<file path="config.mk">
export PLATFORM = sky130hd
export DESIGN_NAME = reg_bank
export DESIGN_NICKNAME = d
export VERILOG_FILES = /design/src/rtl/reg_bank.sv
export SDC_FILE = /design/constraint.sdc
export NUM_CORES = 1
export LEC_CHECK = 0
export CAP_MARGIN = 20
export CELL_PAD_IN_SITES_DETAIL_PLACEMENT = 1
export CELL_PAD_IN_SITES_GLOBAL_PLACEMENT = 2
export CORE_AREA = 2 2 148 150
export DETAILED_ROUTE_END_ITERATION = 6
export DIE_AREA = 0 0 150 152
export DONT_BUFFER_PORTS = 1
export PLACE_DENSITY_LB_ADDON = 0.25
export SYNTH_ARGS = -nofsm -noshare
export SYNTH_HDL_FRONTEND = slang
export SYNTH_SLANG_ARGS = --single-unit
</file>
<file path="constraint.sdc">
create_clock -name clk -period 2.5 [get_ports clk]
set_clock_uncertainty 0.2 [all_clocks]
set_input_delay 0.25 -clock clk [delete_from_list [all_inputs] [get_ports clk]]
set_output_delay 0.25 -clock clk [all_outputs]
set_load 0.005 [all_outputs]
</file>
<file path="src/rtl/reg_bank.sv">
// reg_bank: DEPTH x WIDTH register file with one write port, two registered read ports and sticky per-entry written flags.
// Define REG_BANK_BYPASS_EN to forward same-cycle write data to a read of the same address.
module reg_bank #(
  parameter int WIDTH    = 16,
  parameter int DEPTH    = 8,
  parameter int AW       = 3,
  parameter int ZERO_REG = 0
) (
  input  logic             clk,
  input  logic             reset,
  input  logic             we,
  input  logic [AW-1:0]    waddr,
  input  logic [WIDTH-1:0] wdata,
  input  logic             re_a,
  input  logic [AW-1:0]    raddr_a,
  output logic [WIDTH-1:0] rdata_a,
  input  logic             re_b,
  input  logic [AW-1:0]    raddr_b,
  output logic [WIDTH-1:0] rdata_b,
  output logic [DEPTH-1:0] written
);

  logic [WIDTH-1:0] mem [DEPTH];
  logic             write_ok;

  // An address is usable when it maps to a real entry and is not the hard-wired zero register.
  function automatic logic legal(input logic [AW-1:0] addr);
    legal = (32'(addr) < 32'(DEPTH)) && !((ZERO_REG != 0) && (addr == '0));
  endfunction

  function automatic logic [WIDTH-1:0] stored(input logic [AW-1:0] addr);
    stored = legal(addr) ? mem[addr] : '0;
  endfunction

  assign write_ok = we && legal(waddr);

  always_ff @(posedge clk) begin
    if (reset) begin
      for (int i = 0; i < DEPTH; i++) begin
        mem[i] <= '0;
      end
      written <= '0;
    end else if (write_ok) begin
      mem[waddr]     <= wdata;
      written[waddr] <= 1'b1;
    end
  end

  // Reads sample the array before this edge's write lands unless forwarding is enabled.
  always_ff @(posedge clk) begin
    if (reset) begin
      rdata_a <= '0;
      rdata_b <= '0;
    end else begin
`ifdef REG_BANK_BYPASS_EN
      if (re_a) rdata_a <= (write_ok && (waddr == raddr_a)) ? wdata : stored(raddr_a);
      if (re_b) rdata_b <= (write_ok && (waddr == raddr_b)) ? wdata : stored(raddr_b);
`else
      if (re_a) rdata_a <= stored(raddr_a);
      if (re_b) rdata_b <= stored(raddr_b);
`endif
    end
  end

endmodule

</file>
==> impl_metrics.tcl, run 1 <==
set metrics [dict create \
    crit_type "flop to flop" \
    hold_path_class "primary input to flop" \
    overflow 0 \
    synth_seq_area_share_pct 55.49 \
    clock_sinks 168 \
    synth.area.top_cells "edfxtp_1 (46%), and2_1 (9.6%), dfxtp_1 (9.6%)" \
    place_hpwl_um 14560 \
    die_w_um 150 \
    die_h_um 152 \
    grt_pass1_vias 5813 \
    portBuffers 0 \
    ys_types 28 \
    tightest_slew_ps 555.7 \
    synth_area_leader_cell "edfxtp_1" \
    ys_ff_latch 168 \
    cp.arrival_ps 2070 \
    start_util_pct 39.20 \
    clk_pin_slew_ps 70 \
    netlist_area_um2 8369 \
    wire_per_inst_um 26.45 \
    cts.path.max_buffers 2 \
    vdd_drop_max_uv 383.2 \
    end_kind "flop" \
    layout-drive-gt1-share_pct 21.84 \
    finalNetCount 690 \
    cp_max_fo 2 \
    io_pins 70 \
    core_um2 21350 \
    ys_top_cells_by_count "and2_1 (128), edfxtp_1 (128), mux2_2 (64), mux2i_1 (64), nor2_1 (41)" \
    gp_congestion 0.7593 \
    fin_ws_ps 552.8 \
    p_seq_share_pct 48.5 \
    area_growth_pct 13.13 \
    worstSetupStartpointType "flop" \
    min_period_ps 1947 \
    fin_crit_sh_pct 77.89 \
    synth-main-ff-cell "edfxtp_1" \
    finalHoldViolCount 0 \
    synthCells 636 \
    slew_violations 0 \
    leakage_nw 3.523 \
    cts_inserted_buffers 17 \
    p_sw_mw 1.661 \
    grt_max_degree 65 \
    rsz0062_at_grt "no" \
    synth_top_area_share_pct 45.93 \
    fin_tns_setup_ps 0 \
    viasPerCell 5.709 \
    h-tree-depth 4 \
    p_clk_share_pct 41.1 \
    root_buffer "clkbuf_16" \
    avgSynthCellArea_um2 13.16 \
    synth-warning-count 0 \
    fp.dieArea_um2 22800 \
    dr_total_vias 5441 \
    crit_required_ps 2620 \
    first_iter_violations 380 \
    powerDensity_nw_per_um2 717.7 \
    grt_pass1_wl_um 37160 \
    antenna_found_initial 2 \
    cts_tree "yes" \
    drc 0 \
    slew_headroom_pct 62.96 \
    setup_viol 0 \
    pre_cts_ws_ps 699.6 \
    switching_share_pct 24.44 \
    grt_usage_pct 22.68 \
    power.internal_mw 5.134 \
    fmax_mhz 513.6 \
    ant_nets 0 \
    syn_nets 666 \
    synth_edf_count 128 \
    rows 54 \
    clock_latency_ps 440 \
    drv_cap 0 \
    synthArstFlopShare_pct 0 \
    comb_power_share_pct 10.4 \
    status "completed" \
    antenna_cells 0 \
    totalWireLength_um 25210 \
    first_pass_iters 4 \
]
[layer usage]
| metal | share of wire [%] | track usage (%) |
|---|---|---|
| met2 | 48 | 36.96 |
| met1 | 45 | 30.69 |
| met3 | 5.3 | 4.174 |
| met5 | 0.12 | 0 |
| met4 | 1.5 | 6.963 |
[area by class of cell]
class | count | area (µm²)
fillers | 2178 | 11880
repair buffers | 50 | 473.0
clock inverters | 11 | 130.1
well taps | 280 | 350.3
inverters | 1 | 3.754
clock buffers | 21 | 493.0
flip-flops and latches | 168 | 4644
multi-input cells | 422 | 3373
[logic make-up (layout without fill, tap and decap cells)]
family | count (synthesis) | count (layout) | synth area share (%)
simple gates | 184 | 184 | 12.56
flops | 168 | 168 | 55.49
mux | 128 | 128 | 16.27
compound gates | 110 | 110 | 11.48
buf+inv | 46 | 83 | 4.201
[flip-flops by register name (all words and copies together), names as in the netlist]
| signal | count |
|---|---|
| mem | 128 |
| rdata_a | 16 |
| rdata_b | 16 |
| written | 8 |
[worst max-delay path: stages (launching register included)]
cell	delay (ps)
edfxtp_1	390
mux2_2	280
o22ai_1	150
a221o_1	170
a211oi_2	70
dlygate4sd3_1	570
[layout by cell type (no fill, tap or decap), drive strengths merged]
cell type	synthesis	layout
dlygate4sd3	0	24
nor4	2	2
a211oi	32	32
buf	16	26
o22ai	24	24
bufinv	0	2
nand2	4	4
a221o	24	24
clkbuf	29	21
nand3	1	1
or2	2	2
nor2b	2	2
a22oi	8	8
a21o	8	8
clkinvlp	0	1
and2	128	128
o21ai	6	6
mux2i	64	64
inv	1	7
mux2	64	64
edfxtp	128	128
dfxtp	40	40
nor2	41	41
clkinv	0	2
nand3b	1	1
nand2b	3	3
o221ai	8	8
[power by group through the flow]
stage / Sequential [mW] / Clock, mW / Combinational (mW)
after floorplan: 3.32 / 0 / 0.512
after global placement: 3.34 / 0 / 0.591
after detailed placement: 3.36 / 0 / 0.600
after CTS: 3.30 / 2.83 / 0.705
after global routing: 3.32 / 2.95 / 0.753
final: 3.30 / 2.80 / 0.704
[path summary, 6_finish.rpt]
kind	slack (ps)	start	depth (start not counted)	to
worst max-delay path	550	mem[7][7]$_SDFFCE_PN0P_	5	rdata_b[7]$_SDFFE_PP0P_
worst min-delay path	30	waddr[2]	3	written[4]$_SDFFE_PP0P_
worst max register to register	550	mem[7][7]$_SDFFCE_PN0P_	5	rdata_b[7]$_SDFFE_PP0P_
worst min register to register	290	written[2]$_SDFFE_PP0P_	1	written[2]$_SDFFE_PP0P_
[metrics by stage]
step                utilization [%]  hold slack [ps]  total power, mW  cell area [µm²]  std cells
detailed placement            40.02            125.3            3.956             8544        894
CTS                           44.34            2.888            6.834             9468        953
finish                        44.34            25.00            6.795             9468        953
floorplan                         -            232.6            3.830             8369        636
global placement              40.02            121.8            3.933             8544        894
global route                  44.34            41.25            7.018             9468        953
[timing repair]
item                                   4_1_cts  5_1_grt
resized for setup                            0        0
endpoints found under the hold margin      161        0
hold buffers                                27        0
buffers inserted                             0        0
setup endpoints to repair                    0        0
No activity file was read; power rests on OpenSTA's default activity.
==> run 2: changes to the inputs <==
clock period = 1.6 ns   (was 2.5 ns; I/O delays follow)
==> run 2 against run 1 <==
Register-to-register slack lost 500 ps. Wire length shrank 5.3%. Clock power up 51%. The run now ends with hold timing left. Maximum frequency is 26% higher.
==> impl_metrics.tcl, run 2 (same netlist as run 1, synthesis figures left out) <==
set metrics [dict create \
    die_w_um 150 \
    crit_type "flop to flop" \
    drv_cap 0 \
    largest_registers "mem: 128 flops, rdata_a: 16 flops, rdata_b: 16 flops" \
    fin_ws_ps 57.10 \
    leakage_nw 3.644 \
    finalHoldViolCount 16 \
    largest_reg_flops 128 \
    crit_required_ps 1740 \
    grt_max_degree 65 \
    area_growth_pct 16.46 \
    top_register "mem" \
    fp.dieArea_um2 22800 \
    slowest_delay_ps 350 \
    hold_path_class "primary input to flop" \
    final_cell_mix "and2_1 (128), edfxtp_1 (128), mux2i_1 (64), mux2_2 (64), nor2_1 (41)" \
    clk_pin_slew_ps 70 \
    grt_usage_pct 21.44 \
    cts_tree "yes" \
    fin_crit_sh_pct 96.43 \
    h-tree-depth 4 \
    tightest_slew_ps 484.0 \
    reg2reg_slack_ps 60 \
    dpl_cell_area_um2 8770 \
    clock_latency_ps 430 \
    slew_violations 0 \
    status "finished, violations left" \
    min_period_ps 1543 \
    fillers 2195 \
    timing.hold.ws_ps -386.0 \
    vdd_drop_max_uv 572.1 \
    setup_viol 0 \
    ant_nets 0 \
    rows 54 \
    violations "hold timing" \
    timing.rr.end "rdata_b[2]$_SDFFE_PP0P_" \
    setup.worst_path.end "rdata_b[2]$_SDFFE_PP0P_" \
    gp_congestion 0.7825 \
    wire_per_inst_um 24.70 \
    viasPerCell 5.502 \
    portBuffers 0 \
    fmax_mhz 648.1 \
    pre_cts_ws_ps -187.0 \
    cts_inserted_buffers 17 \
    totalWireLength_um 23880 \
    layout-drive-gt1-share_pct 25.22 \
    cp_slowest_cell "edfxtp_1" \
    post-cts-setup-buffers 0 \
    core_um2 21350 \
    end_kind "flop" \
    slew_headroom_pct 67.46 \
    cp-startpoint "mem[3][2]$_SDFFCE_PN0P_" \
    final_util_pct 45.65 \
    cp_max_fo 2 \
    dr_total_vias 5320 \
    root_buffer "clkbuf_16" \
    start_util_pct 39.20 \
    first_pass_iters 4 \
    place_hpwl_um 15650 \
    grt_pass1_vias 5742 \
    powerDensity_nw_per_um2 1080 \
    cts.path.max_buffers 2 \
    drc 0 \
    finalNetCount 703 \
    clock_sinks 168 \
    timing.rr.start "mem[3][2]$_SDFFCE_PN0P_" \
    io_pins 70 \
    rsz0062_at_grt "no" \
    worstSetupStartpointType "flop" \
    fin_area_um2 9747 \
    overflow 0 \
    grt_pass1_wl_um 35500 \
    antenna_found_initial 2 \
    fin_total_pwr_mw 10.53 \
    rr_worst_depth 4 \
    first_iter_violations 338 \
    worstPathCellList "mux2i_1 > a22oi_1 > o221ai_1 > a211oi_1" \
    die_h_um 152 \
    cp.arrival_ps 1680 \
]
## run 2: layout make-up
cell class | instances | area, µm² | area share, %
inverters | 1 | 3.754 | 0.03851
flip-flops and latches | 168 | 4644 | 47.65
clock inverters | 6 | 41.29 | 0.4236
multi-input cells | 422 | 3471 | 35.61
well taps | 280 | 350.3 | 3.594
repair buffers | 63 | 659.4 | 6.765
clock buffers | 26 | 574.3 | 5.892
diodes | 1 | 2.502 | 0.02567
## run 2: how the worst min path moves through the flow
stage           from                        to  slack, ps  depth (start not counted)
2_1_floorplan   re_a  rdata_a[14]$_SDFFE_PP0P_        140                          2
3_3_place_gp   reset   rdata_b[9]$_SDFFE_PP0P_         40                          1
3_5_place_dp   reset   rdata_b[6]$_SDFFE_PP0P_         40                          1
4_1_cts        reset   rdata_b[6]$_SDFFE_PP0P_       -420                          1
5_1_grt         re_b  rdata_b[15]$_SDFFE_PP0P_       -400                          1
6_report        re_b   rdata_b[6]$_SDFFE_PP0P_       -390                          1
## run 2: metal layers
layer	up-vias	wire [µm]	part of all wire, %	track usage, %
met1	2688	10990	46	29.18
met2	137	11200	47	33.86
met3	26	1311	5.5	5.375
met4	2	360	1.5	6.244
met5	-	13	0.054	0
li1	2467	-	-	-
## run 2: power by group
group          internal, mW  switching, mW  total [mW]
clock network          2.50           1.73        4.23
logic                 0.544          0.608        1.15
registers              4.98          0.167        5.15
## run 2: what timing repair did
| item | in CTS | in global routing |
|---|---|---|
| resized for setup | 4 | 8 |
| pin swaps | 0 | 2 |
| hold buffers | 21 | 4 |
| endpoints found under the hold margin | 176 | 47 |
| setup endpoints to repair | 4 | 25 |
## run 2: per-stage QoR
stage,TNS [ps],instances
finish,0,967
global route,0,966
CTS,0,961
detailed placement,-7486,908
global placement,-3708,908
floorplan,-14480,636
## run 2: critical path: cells and delay by family (launching register included)
kind / cells / cell delay [ps]
AOI/OAI and AO/OA: 3 / 820
DFF: 1 / 350
muxes: 1 / 80
